`src/rtl/uart_tx_pixel_sender_if.sv`:
```
`default_nettype none
//==============================================================================
// Module      : uart_tx_pixel_sender_if
// Description : Pixel handshake bundle between a pixel source and the UART
//               pixel sender. Source drives rgb_data/pixel_valid, sender
//               answers with pixel_ready.
// Revision    : 1.0 - initial release
//==============================================================================
interface uart_tx_pixel_sender_if #(
    parameter int DATA_WIDTH = 8
) ();
    logic [3*DATA_WIDTH-1:0] rgb_data;
    logic                    pixel_valid;
    logic                    pixel_ready;

    modport master (
        output rgb_data,
        output pixel_valid,
        input  pixel_ready
    );

    modport slave (
        input  rgb_data,
        input  pixel_valid,
        output pixel_ready
    );
endinterface
`default_nettype wire

```
`src/rtl/uart_tx_pixel_sender.sv`:
```
`default_nettype none
//==============================================================================
// Module      : uart_tx_pixel_sender
// Description : Accepts one RGB pixel per valid/ready handshake and sends it
//               as three 8N1 UART bytes (R, G, B) back to back. Counts pixels
//               per frame and pulses pixel_done / frame_done on completion.
// Revision    : 1.0 - initial release
//==============================================================================
module uart_tx_pixel_sender #(
    parameter int DATA_WIDTH      = 8,
    parameter int CLK_FREQ        = 100_000_000,
    parameter int BAUD_RATE       = 115200,
    parameter int BAUD_DIV        = CLK_FREQ / BAUD_RATE,
    parameter int IMG_WIDTH       = 170,
    parameter int IMG_HEIGHT      = 240,
    parameter int TOTAL_PIXELS    = IMG_WIDTH * IMG_HEIGHT,
    parameter int PIXEL_CNT_WIDTH = $clog2(TOTAL_PIXELS)
) (
    input  wire                        clk,
    input  wire                        reset,
    uart_tx_pixel_sender_if.slave      pix,
    output logic                       tx,
    output logic                       tx_busy,
    output logic                       pixel_done,
    output logic [PIXEL_CNT_WIDTH-1:0] pixel_cnt,
    output logic                       frame_done
);

    localparam int c_baud_w = (BAUD_DIV > 1) ? $clog2(BAUD_DIV) : 1;
    localparam int c_bit_w  = (DATA_WIDTH > 1) ? $clog2(DATA_WIDTH) : 1;

    localparam logic [c_baud_w-1:0]        c_baud_last  = c_baud_w'(BAUD_DIV - 1);
    localparam logic [c_bit_w-1:0]         c_bit_last   = c_bit_w'(DATA_WIDTH - 1);
    localparam logic [1:0]                 c_last_byte  = 2'd2;
    localparam logic [PIXEL_CNT_WIDTH-1:0] c_last_pixel = PIXEL_CNT_WIDTH'(TOTAL_PIXELS - 1);

    localparam logic [1:0] c_st_idle  = 2'd0;
    localparam logic [1:0] c_st_start = 2'd1;
    localparam logic [1:0] c_st_data  = 2'd2;
    localparam logic [1:0] c_st_stop  = 2'd3;

    logic [1:0]              r_state;
    logic [1:0]              w_state_nxt;
    logic [c_baud_w-1:0]     r_baud_cnt;
    logic [c_baud_w-1:0]     w_baud_nxt;
    logic [c_bit_w-1:0]      r_bit_idx;
    logic [c_bit_w-1:0]      w_bit_nxt;
    logic [1:0]              r_byte_idx;
    logic [1:0]              w_byte_nxt;
    logic [3*DATA_WIDTH-1:0] r_shift;
    logic [3*DATA_WIDTH-1:0] w_shift_nxt;
    logic [DATA_WIDTH-1:0]   w_byte_sel;
    logic                    w_baud_end;
    logic                    w_pixel_end;
    logic                    w_tx_nxt;
    logic                    r_tx;
    logic                    r_pixel_done;
    logic                    r_frame_done;
    logic [PIXEL_CNT_WIDTH-1:0] r_pixel_cnt;

    assign w_baud_end      = (r_baud_cnt == c_baud_last);
    assign pix.pixel_ready = (r_state == c_st_idle);
    assign tx_busy         = (r_state != c_st_idle);
    assign tx              = r_tx;
    assign pixel_done      = r_pixel_done;
    assign frame_done      = r_frame_done;
    assign pixel_cnt       = r_pixel_cnt;

    // State register
    always_ff @(posedge clk) begin
        if (reset) begin
            r_state <= c_st_idle;
        end else begin
            r_state <= w_state_nxt;
        end
    end

    // Next-state, counter and shift-register updates; baud counter restarts on every state change
    always_comb begin
        w_state_nxt = r_state;
        w_baud_nxt  = r_baud_cnt;
        w_bit_nxt   = r_bit_idx;
        w_byte_nxt  = r_byte_idx;
        w_shift_nxt = r_shift;
        w_pixel_end = 1'b0;
        case (r_state)
            c_st_idle: begin
                w_baud_nxt = '0;
                if (pix.pixel_valid) begin
                    w_state_nxt = c_st_start;
                    w_shift_nxt = pix.rgb_data;
                    w_bit_nxt   = '0;
                    w_byte_nxt  = 2'd0;
                end
            end
            c_st_start: begin
                if (w_baud_end) begin
                    w_state_nxt = c_st_data;
                    w_baud_nxt  = '0;
                    w_bit_nxt   = '0;
                end else begin
                    w_baud_nxt = r_baud_cnt + 1'b1;
                end
            end
            c_st_data: begin
                if (w_baud_end) begin
                    w_baud_nxt = '0;
                    if (r_bit_idx == c_bit_last) begin
                        w_state_nxt = c_st_stop;
                        w_bit_nxt   = '0;
                    end else begin
                        w_bit_nxt = r_bit_idx + 1'b1;
                    end
                end else begin
                    w_baud_nxt = r_baud_cnt + 1'b1;
                end
            end
            c_st_stop: begin
                if (w_baud_end) begin
                    w_baud_nxt = '0;
                    if (r_byte_idx == c_last_byte) begin
                        w_state_nxt = c_st_idle;
                        w_pixel_end = 1'b1;
                    end else begin
                        w_state_nxt = c_st_start;
                        w_byte_nxt  = r_byte_idx + 1'b1;
                    end
                end else begin
                    w_baud_nxt = r_baud_cnt + 1'b1;
                end
            end
            default: begin
                w_state_nxt = c_st_idle;
                w_baud_nxt  = '0;
            end
        endcase
    end

    // Line level for the coming cycle, so tx itself can be a plain register
    always_comb begin
        w_byte_sel = w_shift_nxt[DATA_WIDTH-1:0];
        w_tx_nxt   = 1'b1;
        case (w_byte_nxt)
            2'd0:    w_byte_sel = w_shift_nxt[3*DATA_WIDTH-1:2*DATA_WIDTH];
            2'd1:    w_byte_sel = w_shift_nxt[2*DATA_WIDTH-1:DATA_WIDTH];
            default: w_byte_sel = w_shift_nxt[DATA_WIDTH-1:0];
        endcase
        case (w_state_nxt)
            c_st_start: w_tx_nxt = 1'b0;
            c_st_data:  w_tx_nxt = w_byte_sel[w_bit_nxt];
            default:    w_tx_nxt = 1'b1;
        endcase
    end

    // Datapath registers, completion pulses and per-frame pixel counter
    always_ff @(posedge clk) begin
        if (reset) begin
            r_baud_cnt   <= '0;
            r_bit_idx    <= '0;
            r_byte_idx   <= 2'd0;
            r_shift      <= '0;
            r_tx         <= 1'b1;
            r_pixel_done <= 1'b0;
            r_frame_done <= 1'b0;
            r_pixel_cnt  <= '0;
        end else begin
            r_baud_cnt   <= w_baud_nxt;
            r_bit_idx    <= w_bit_nxt;
            r_byte_idx   <= w_byte_nxt;
            r_shift      <= w_shift_nxt;
            r_tx         <= w_tx_nxt;
            r_pixel_done <= w_pixel_end;
            r_frame_done <= w_pixel_end && (r_pixel_cnt == c_last_pixel);
            if (w_pixel_end) begin
                if (r_pixel_cnt == c_last_pixel) begin
                    r_pixel_cnt <= '0;
                end else begin
                    r_pixel_cnt <= r_pixel_cnt + 1'b1;
                end
            end
        end
    end

endmodule
`default_nettype wire

```
`src/flat_wrapper.sv`:
```
// flat-port wrapper written by rule: the top's interface ports become plain ports
module uart_tx_pixel_sender_flat 
#(
    parameter int DATA_WIDTH      = 8,
    parameter int CLK_FREQ        = 100_000_000,
    parameter int BAUD_RATE       = 115200,
    parameter int BAUD_DIV        = CLK_FREQ / BAUD_RATE,
    parameter int IMG_WIDTH       = 170,
    parameter int IMG_HEIGHT      = 240,
    parameter int TOTAL_PIXELS    = IMG_WIDTH * IMG_HEIGHT,
    parameter int PIXEL_CNT_WIDTH = $clog2(TOTAL_PIXELS)
)
  (clk, reset, tx, tx_busy, pixel_done, pixel_cnt, frame_done, pix_rgb_data, pix_pixel_valid, pix_pixel_ready);
  uart_tx_pixel_sender_if #(.DATA_WIDTH(DATA_WIDTH)) pix_i ();
  input  wire clk;
  input  wire reset;
  output logic tx;
  output logic tx_busy;
  output logic pixel_done;
  output logic [PIXEL_CNT_WIDTH-1:0] pixel_cnt;
  output logic frame_done;
  input wire logic [$bits(pix_i.rgb_data)-1:0] pix_rgb_data;
  input wire logic [$bits(pix_i.pixel_valid)-1:0] pix_pixel_valid;
  output wire logic [$bits(pix_i.pixel_ready)-1:0] pix_pixel_ready;
  assign pix_i.rgb_data = pix_rgb_data;
  assign pix_i.pixel_valid = pix_pixel_valid;
  assign pix_pixel_ready = pix_i.pixel_ready;
  uart_tx_pixel_sender #(.DATA_WIDTH(DATA_WIDTH), .CLK_FREQ(CLK_FREQ), .BAUD_RATE(BAUD_RATE), .BAUD_DIV(BAUD_DIV), .IMG_WIDTH(IMG_WIDTH), .IMG_HEIGHT(IMG_HEIGHT), .TOTAL_PIXELS(TOTAL_PIXELS), .PIXEL_CNT_WIDTH(PIXEL_CNT_WIDTH)) u_core (.clk(clk), .reset(reset), .pix(pix_i), .tx(tx), .tx_busy(tx_busy), .pixel_done(pixel_done), .pixel_cnt(pixel_cnt), .frame_done(frame_done));
endmodule
```
`config.mk`:
```
export PLATFORM = sky130hd
export DESIGN_NAME = uart_tx_pixel_sender_flat
export DESIGN_NICKNAME = d
export VERILOG_FILES = /design/src/rtl/uart_tx_pixel_sender_if.sv /design/src/rtl/uart_tx_pixel_sender.sv /design/src/flat_wrapper.sv
export SDC_FILE = /design/constraint.sdc
export NUM_CORES = 1
export LEC_CHECK = 0
export ABC_AREA = 1
export ABC_CLOCK_PERIOD_IN_PS = 2200
export BUFFER_PORTS_ARGS = -buffer_cell sky130_fd_sc_hd__buf_2
export CORE_ASPECT_RATIO = 0.75
export CORE_MARGIN = 2
export CORE_UTILIZATION = 57
export CTS_CLUSTER_DIAMETER = 80
export DETAILED_ROUTE_END_ITERATION = 10
export PLACE_DENSITY = 0.76
export SLEW_MARGIN = 20
export SYNTH_ARGS = -nofsm -noshare
export SYNTH_HDL_FRONTEND = slang
export SYNTH_SLANG_ARGS = --single-unit
```
`constraint.sdc`:
```
create_clock -name clk -period 2.2 [get_ports clk]
set_input_delay 0.22 -clock clk [delete_from_list [all_inputs] [get_ports clk]]
set_output_delay 0.22 -clock clk [all_outputs]
set_load 0.01 [all_outputs]
```
==> impl_metrics.csv, run 1 <==
group,metric,value,unit
outcome,status,"completed",
sta,report.final.slew_viol_count,0,
yosys,syn_area,0.003157,mm^2
route,wl_per_cell,12.15,um
clock_network,cts_inserted_buffers,9,
route,drt_first_pass_iters,5,
hold_path,hold-path-endpoint,"u_core.r_shift[14]",
setup_path,cp-end-kind,"flop",
finish,layout_commonest_cell,"inv_1",
yosys,synth-seq-cells,60,
yosys,ys_top_cells_by_area,"dfxtp_1, inv_1, nand2_1",
yosys,synth_largest_area_cell,"dfxtp_1",
setup_path,worst_ep_arrival_time,2.34,ns
setup_path,crit_buf_inv,4,
setup_path,crit_type,"flop to flop",
setup_path,worst_ep_required_time,2.45,ns
clock_network,cts_tree,"yes",
route,drc,0,
route,final_antenna_net_count,0,
clock_network,clkLatencyLatePin,0.34,ns
yosys,synth_edf_count,0,
power,fin_total_pwr,2539,uW
finish,multi_input_comb_area,0.001692,mm^2
global_route,grt_usage,0.2254,
global_route,antenna_found_initial,0,
sta,hold_slack,0.1204,ns
clock_network,clk_path_buf_depth,2,
setup_path,r2r_setup_slack,0.11,ns
setup_path,r2r_start,"u_core.r_baud_cnt[1]",
hold_path,hold_class,"primary input to flop",
setup_path,critPathMaxStageDelay,0.36,ns
route,vias_per_cell,5.078,
power,ir_worst_vdd,0.3890,mV
setup_path,worstRegToRegCells,17,
setup_path,crit_path_max_fanout,5,
floorplan,die-area,0.006156,mm^2
power,swShare,0.2474,
route,route.vias.total,2996,
finish,synthToLayoutAreaGrowth,23.35,%
flow_run,drv_cap,0,
placement,io_buffers,47,
global_route,globalRoute.totalOverflow,0,
finish,final_cells,590,
global_route,grt_pass1_wl,11090,um
yosys,syn-num-nets,483,
sta,post-route-period-util,0.9495,
route,drtIter0Drc,307,
setup_path,crit_path_frequent_cell,"nand2_1",
yosys,synth_flop_cell,"dfxtp_1",
power,internal-power,1911,uW
sta,rsz0062_at_grt,"true",
power,p_leak,0.001924,uW
yosys,yosysSeqAreaShare,0.3805,
setup_path,timing.critical_path.slowest_stage_cell,"dfxtp_2",
yosys,avgSynthCellArea,7.078,um^2
sta,setup_viol,0,
sta,max_freq,0.4787,GHz
power,switching_power,628.1,uW
floorplan,rows,23,
placement,dp_cells,566,
finish,drive_gt1_frac,0.2447,
finish,n_fill_cell,452,
clock_network,path_clk_slew,0.07,ns
sta,worstMarginPinSlew,0.4139,ns
floorplan,start_util,0.5898,
setup_path,r2r_end,"u_core.tx",
yosys,synth_cell_type_count,37,
yosys,yosys.area.top_type_share,0.3805,
yosys,postSynthCellCount,446,
power,clkPwrFrac,0.433,
setup_path,crit_chain,"ha_4 -> inv_4 -> nor2_4 -> nand3_2 -> nor2_4 -> buf_4 -> nand4_1 -> o21ai_0 -> nand2_1 -> o21ai_2 -> inv_1 -> nand3_1 -> nand2_1 -> nand2_1 -> nand3_1 -> nand2_1 -> inv_1",
sta,finClkSkew,0.005440,ns
finish,final_cell_mix,"inv_1, nand2_1, dfxtp_1, nor2_1, buf_2",
floorplan,ios,48,
floorplan,dieHeight,68.45,um
sta,final-hold-violation-count,0,
sta,finalCriticalPeriod,2.089,ns
finish,regArea,0.001210,mm^2
route,wl,7169,um
yosys,synth_warnings,0,
global_route,grt_max_degree,43,
placement,place_congestion,0.9175,
global_route,grt_pass1_vias,2449,
floorplan,die_x,89.93,um
finish,nets,547,
sta,relSlewSlack,0.7215,
hold_path,whs_path_depth,3,
floorplan,core-area,0.005353,mm^2
clock_network,clock-sinks,60,
power,p_seq_frac,0.452,
finish,fin_area,0.003894,mm^2
setup_path,critPathLaunchType,"flop",
power,p_comb_frac,0.114,
setup_path,crit_family,"simple AND/OR/NAND/NOR gates",
clock_network,cts_root_buffer,"clkbuf_8",
placement,placed_cell_area,0.003513,mm^2
clock_network,cts-hold-fix-buffers,0,
placement,hpwl,4816,um
finish,antenna_cells,0,
power,p_per_area,652.0,mW/mm^2
hold_path,hold_path_startpoint,"pix_rgb_data[14]",
yosys,synth-async-reset-ratio,0,
clock_network,htreeDepth,3,
## synth_stat cells (all sizes together), types with 4 or more instances
cell,number
o21ai,31
ha,10
nand4,9
mux2i,7
nand2,84
clkbuf,6
nand3b,4
nand3,29
dfxtp,60
nor3,9
inv,88
nor2,66
a21oi,25
## state kept, by name, summed over array words and instances, names as in the netlist
name and cells:
u_core.pixel_cnt 16, u_core.r_byte_idx 2, u_core.tx 1, u_core.r_bit_idx 3, u_core.frame_done 1, u_core.r_shift 24
u_core.pixel_done 1, u_core.r_state 2, u_core.r_baud_cnt 10
## cell type report
type / count / share of cell area
Clock buffer: 11 / 0.03631
Clock inverter: 5 / 0.01928
Inverter: 88 / 0.08644
Multi-Input combinational cell: 291 / 0.4344
Sequential cell: 60 / 0.3107
Tap cell: 75 / 0.02410
Timing Repair Buffer: 60 / 0.08869
## power by group through the flow
stage | Clock, uW | Sequential [uW] | Combinational, uW
after floorplan | 0 | 1170 | 189
after global placement | 0 | 1170 | 266
after detailed placement | 0 | 1170 | 272
after CTS | 1110 | 1150 | 276
after global routing | 1160 | 1150 | 332
final | 1100 | 1150 | 291
## stage by stage
step	utilization	setup WS [ns]	setup TNS, ns
after floorplan	-	0.2022	0
after global placement	0.6564	0.1012	0
after detailed placement	0.6564	0.06709	0
after CTS	0.6968	0.04349	0
after global routing	0.7274	-0.05296	-0.1081
final	0.7274	0.1111	0
## logic make-up (layout without fill, tap and decap cells)
family          after synthesis  count (layout)  share of synthesized area
buf+inv                      96             164                     0.1142
mux                           7               7                    0.02220
compound gates               67              68                     0.1201
flops                        60              60                     0.3805
xor+xnor                      1               1                   0.002775
fa+ha+maj                    10              10                    0.03964
simple gates                205             205                     0.3206
## layer usage
metal	track usage	wire length [um]	up-vias
met3	0.06167	425	17
met1	0.3185	3511	1327
met2	0.3381	3096	111
met5	0	0	-
li1	-	-	1541
met4	0.06923	136	0
## worst min-delay path: cells and delay by family
kind | cells | cell delay [ns]
AND/OR/NAND/NOR | 1 | 0.07
multiplexers | 1 | 0.06
buffers and inverters | 1 | 0.08
## what timing repair did
item	4_1_cts	5_1_grt
resized for setup	0	30
endpoints found under the setup margin	0	7
hold endpoints to repair	0	0
setup buffers	0	7
## worst max-delay path by stage
stage                              start                   end  cells past startpoint
floorplan              u_core.r_state[0]             u_core.tx                     13
global placement       u_core.r_state[0]             u_core.tx                     16
detailed placement  u_core.r_baud_cnt[1]  u_core.pixel_cnt[13]                     12
CTS                 u_core.r_baud_cnt[1]  u_core.pixel_cnt[13]                     12
global route        u_core.r_baud_cnt[1]  u_core.pixel_cnt[13]                     12
finish              u_core.r_baud_cnt[1]             u_core.tx                     17
Note: power is estimated with default switching activity, not from simulation.
==> run 2, diff against run 1 <==
--- a/config.mk
+++ b/config.mk
@@ -14,2 +14,3 @@
 export CTS_CLUSTER_DIAMETER = 80
+export CTS_CLUSTER_SIZE = 30
 export DETAILED_ROUTE_END_ITERATION = 10
--- a/constraint.sdc
+++ b/constraint.sdc
@@ -3,2 +3,2 @@
 set_output_delay 0.22 -clock clk [all_outputs]
-set_load 0.01 [all_outputs]
+set_load 0.05 [all_outputs]
==> impl_metrics.csv, run 2 (same netlist as run 1, synthesis figures left out) <==
group,metric,value,unit
hold_path,hold-path-endpoint,"u_core.r_shift[14]",
global_route,antenna_found_initial,0,
floorplan,die_x,89.93,um
clock_network,cts_inserted_buffers,9,
placement,io_buffers,47,
power,clkPwrFrac,0.442,
hold_path,hold_class,"primary input to flop",
setup_path,r2r_setup_slack,0.12,ns
route,drc,0,
setup_path,cp-end-kind,"flop",
setup_path,r2r_end,"u_core.tx",
power,switching_power,631.3,uW
finish,n_fill_cell,459,
clock_network,cts_root_buffer,"clkbuf_8",
clock_network,cts_tree,"yes",
floorplan,core-area,0.005353,mm^2
flow_run,drv_cap,0,
finish,synthToLayoutAreaGrowth,23.82,%
route,route.vias.total,2953,
route,wl_met3,401,um
setup_path,crit_buf_inv,2,
outcome,status,"completed",
setup_path,worst_ep_required_time,2.44,ns
sta,report.final.slew_viol_count,0,
route,drt_first_pass_iters,4,
power,ir_worst_vdd,0.4657,mV
placement,hpwl,5026,um
setup_path,r2r_start,"u_core.r_state[0]",
floorplan,rows,23,
placement,place_congestion,0.9459,
setup_path,worst_ep_arrival_time,2.32,ns
sta,finClkSkew,0.008532,ns
route,dr.max_layer_used,"met4",
hold_path,hold_path_startpoint,"pix_rgb_data[14]",
sta,relSlewSlack,0.7140,
setup_path,crit_type,"flop to flop",
finish,fin_area,0.003909,mm^2
setup_path,critPathMaxStageDelay,0.37,ns
clock_network,clkLatencyLatePin,0.34,ns
power,p_comb_frac,0.117,
route,wl_per_cell,12.03,um
clock_network,clock-sinks,60,
floorplan,start_util,0.5898,
setup_path,critPathLaunchType,"flop",
power,p_seq_frac,0.441,
setup_path,crit_family,"simple AND/OR/NAND/NOR gates",
route,vias_per_cell,5.014,
route,wl,7088,um
finish,drive_gt1_frac,0.2471,
sta,worstMarginPinSlew,0.4250,ns
power,internal-power,1972,uW
setup_path,timing.critical_path.slowest_stage_cell,"dfxtp_4",
finish,nets,546,
floorplan,dieHeight,68.45,um
finish,final_cell_mix,"inv_1, nand2_1, nor2_1, dfxtp_1, buf_2",
power,swShare,0.2425,
setup_path,crit_path_max_fanout,6,
hold_path,whs_path_depth,3,
finish,antenna_cells,0,
power,p_per_area,666.0,mW/mm^2
setup_path,crit_chain,"ha_4 -> inv_1 -> nor2_1 -> nand4_1 -> a21boi_4 -> nor2_1 -> nor2_1 -> nand3_1 -> nand3_1 -> nand2_1 -> nand2_1 -> nand3_1 -> nand2_1 -> inv_1",
global_route,grt_pass1_vias,2416,
power,p_leak,0.001934,uW
sta,post-route-period-util,0.9461,
floorplan,die-area,0.006156,mm^2
sta,max_freq,0.4804,GHz
route,wl_met2,3263,um
global_route,grt_max_degree,43,
finish,largest_reg_flops,24,
sta,finalCriticalPeriod,2.082,ns
clock_network,path_clk_slew,0.07,ns
clock_network,clk_path_buf_depth,2,
sta,hold_slack,0.1330,ns
route,final_antenna_net_count,0,
route,wl_met1,3335,um
placement,placed_cell_area,0.003530,mm^2
global_route,globalRoute.totalOverflow,0,
setup_path,worstRegToRegCells,14,
sta,final-hold-violation-count,0,
sta,setup_viol,0,
sta,rsz0062_at_grt,"true",
finish,top_register,"u_core.r_shift",
route,drtIter0Drc,149,
floorplan,ios,48,
global_route,grt_usage,0.2214,
setup_path,path_depth,14,
finish,layout_commonest_cell,"inv_1",
clock_network,htreeDepth,3,
global_route,grt_pass1_wl,10670,um
run 2: cell count changes in the layout (fill, tap and decap cells not counted), moves of 2 or more:
cell      change
inv_2         +2
nor2_2        -2
dfxtp_4       +2
nor2_1        +2
clkbuf_8      +2
run 2: worst min-delay path, cell delays in order:
cell and delay, ns:
buf_2 0.07, mux2i_1 0.06, nor2_1 0.08
run 2: per-stage QoR:
stage	utilization	power, uW	TNS, ns	setup slack, ns	instances
after CTS	0.7048	2617	0	0.009407	581
after floorplan	-	1386	0	0.007099	446
after global placement	0.6594	1458	0	0.08232	565
after detailed placement	0.6594	1465	0	0.02658	565
after global routing	0.7302	2714	-0.04625	-0.02214	589
final	0.7302	2603	0	0.1185	589
run 2: worst max-delay path by stage:
stage	from	end	slack, ns
after floorplan	u_core.r_state[0]	u_core.tx	0.007
after global placement	u_core.r_state[0]	u_core.tx	0.08
after detailed placement	u_core.r_baud_cnt[1]	u_core.pixel_cnt[13]	0.03
after CTS	u_core.r_baud_cnt[1]	u_core.pixel_cnt[13]	0.009
after global routing	u_core.r_baud_cnt[0]	u_core.pixel_cnt[13]	-0.02
final	u_core.r_state[0]	u_core.tx	0.12
run 2: power by group through the flow:
stage	logic [uW]	clock network (uW)	registers [uW]
6_report	305	1150	1150
5_1_grt	344	1220	1150
4_1_cts	296	1170	1150
3_5_place_dp	293	0	1170
3_3_place_gp	289	0	1170
2_1_floorplan	211	0	1180
run 2: what timing repair did:
item                                    4_1_cts  5_1_grt
gates resized for setup                       1       27
buffers inserted                              0        7
endpoints found under the setup margin        2        8
gates cloned                                  0        1
hold buffers                                  0        0
pin swaps                                     0       13
run 2: layout make-up:
cell class | count | area (um^2) | area share
multi-input cells | 291 | 1692 | 0.4328
clock inverters | 4 | 70.07 | 0.01793
well taps | 75 | 93.84 | 0.02401
repair buffers | 59 | 337.8 | 0.08643
clock buffers | 12 | 165.2 | 0.04225
inverters | 88 | 334.1 | 0.08547
flip-flops and latches | 60 | 1216 | 0.3111
run 2: routing by layer:
metal	vias up	track usage
met5	-	0
met4	0	0.08654
met3	11	0.05396
met2	83	0.3608
met1	1320	0.2900
li1	1539	-
==> run 3, diff against run 2 <==
Settings changed: MAX_ROUTING_LAYER set to met4.
==> impl_metrics.csv, run 3 (same netlist as run 1, synthesis figures left out) <==
group,metric,value,unit
outcome,status,"completed",
floorplan,ios,48,
power,p_leak,0.001934,uW
sta,rsz0062_at_grt,"true",
sta,finClkSkew,0.009080,ns
placement,hpwl,5026,um
route,wl_per_cell,12.05,um
sta,max_freq,0.4820,GHz
route,wl,7096,um
floorplan,start_util,0.5898,
clock_network,path_clk_slew,0.07,ns
clock_network,clk_path_buf_depth,2,
setup_path,worst_ep_arrival_time,2.32,ns
global_route,grt_pass1_vias,2417,
global_route,grt_usage,0.2281,
finish,fin_area,0.003909,mm^2
setup_path,crit_path_max_fanout,6,
floorplan,die_x,89.93,um
sta,post-route-period-util,0.9430,
clock_network,htreeDepth,3,
sta,setup_viol,0,
global_route,globalRoute.totalOverflow,0,
finish,nets,546,
clock_network,cts_inserted_buffers,9,
finish,layout_commonest_cell,"inv_1",
setup_path,crit_type,"flop to flop",
finish,top_register,"u_core.r_shift",
clock_network,clock-sinks,60,
clock_network,cts_root_buffer,"clkbuf_8",
hold_path,hold_class,"primary input to flop",
route,drc,0,
route,vias_per_cell,5.025,
finish,final_cell_mix,"inv_1, nand2_1, nor2_1, dfxtp_1, buf_2",
sta,relSlewSlack,0.7142,
setup_path,critPathLaunchType,"flop",
route,route.vias.total,2960,
sta,hold_slack,0.1345,ns
floorplan,rows,23,
floorplan,dieHeight,68.45,um
finish,antenna_cells,0,
power,ir_worst_vdd,0.4674,mV
setup_path,worstRegToRegCells,14,
finish,final_util,0.7302,
floorplan,die-area,0.006156,mm^2
clock_network,clkLatencyLatePin,0.34,ns
finish,drive_gt1_frac,0.2471,
setup_path,cp-end-kind,"flop",
sta,fin_tns_setup,0,ns
route,drtIter0Drc,166,
setup_path,worst_ep_required_time,2.44,ns
placement,io_buffers,47,
floorplan,core-area,0.005353,mm^2
sta,final-hold-violation-count,0,
route,final_antenna_net_count,0,
global_route,grt_max_degree,43,
hold_path,whs_path_depth,3,
finish,synthToLayoutAreaGrowth,23.82,%
power,fin_total_pwr,2603,uW
clock_network,cts_tree,"yes",
sta,finalCriticalPeriod,2.075,ns
placement,placed_cell_area,0.003530,mm^2
placement,place_congestion,0.9630,
route,drt_first_pass_iters,4,
global_route,grt_pass1_wl,10670,um
global_route,antenna_found_initial,0,
power,p_per_area,665.9,mW/mm^2
sta,worstMarginPinSlew,0.4248,ns
finish,largest_reg_flops,24,
flow_run,drv_cap,0,
sta,report.final.slew_viol_count,0,
==> run 3: cell counts in the layout (fill, tap and decap cells not counted) <==
Identical to the previous run, type by type.
==> run 3: metrics by stage <==
step / setup WS (ns) / std cells
final: 0.1253 / 589
after global routing: -0.02214 / 589
after CTS: 0.009407 / 581
after detailed placement: 0.02658 / 565
after global placement: 0.08232 / 565
after floorplan: 0.007099 / 446
==> run 3: final timing paths <==
| path | slack, ns | end | from |
|---|---|---|---|
| max | 0.13 | u_core.tx | u_core.r_state[0] |
| min | 0.13 | u_core.r_shift[14] | pix_rgb_data[14] |
| max reg2reg | 0.13 | u_core.tx | u_core.r_state[0] |
| min reg2reg | 0.49 | u_core.r_baud_cnt[3] | u_core.r_baud_cnt[3] |
==> run 3: report_power, final <==
group	internal, uW	switching [uW]
Clock	727	423
Combinational	115	190
Sequential	1130	17.7
Total	1970	631
==> run 3: area by class of cell <==
| cell class | count | area [um^2] |
|---|---|---|
| multi-input cells | 291 | 1692 |
| well taps | 75 | 93.84 |
| inverters | 88 | 334.1 |
| repair buffers | 59 | 337.8 |
| clock buffers | 12 | 165.2 |
| fillers | 459 | 1444 |
| flip-flops and latches | 60 | 1216 |
| clock inverters | 4 | 70.07 |
==> run 3: critical path, cell delays in order, from the launching register on <==
cell	delay, ns
dfxtp_4	0.37
ha_4	0.19
inv_1	0.19
nor2_1	0.09
nand4_1	0.23
a21boi_4	0.29
nor2_1	0.06
nor2_1	0.14
nand3_1	0.09
nand3_1	0.07
nand2_1	0.05
nand2_1	0.05
nand3_1	0.07
nand2_1	0.06
inv_1	0.03
==> run 3: layer usage <==
metal | share of wire | global-route usage | vias up
li1 | - | - | 1541
met1 | 0.47 | 0.2906 | 1330
met2 | 0.46 | 0.3608 | 78
met3 | 0.054 | 0.05286 | 11
met4 | 0.011 | 0.08654 | 0
met5 | 0 | - | -
==> run 3: timing repair <==
item                                    in CTS  in global routing
endpoints found under the setup margin       2                  8
pin swaps                                    0                 13
resized for setup                            1                 27
gates cloned                                 0                  1
setup buffers                                0                  7
hold buffers                                 0                  0
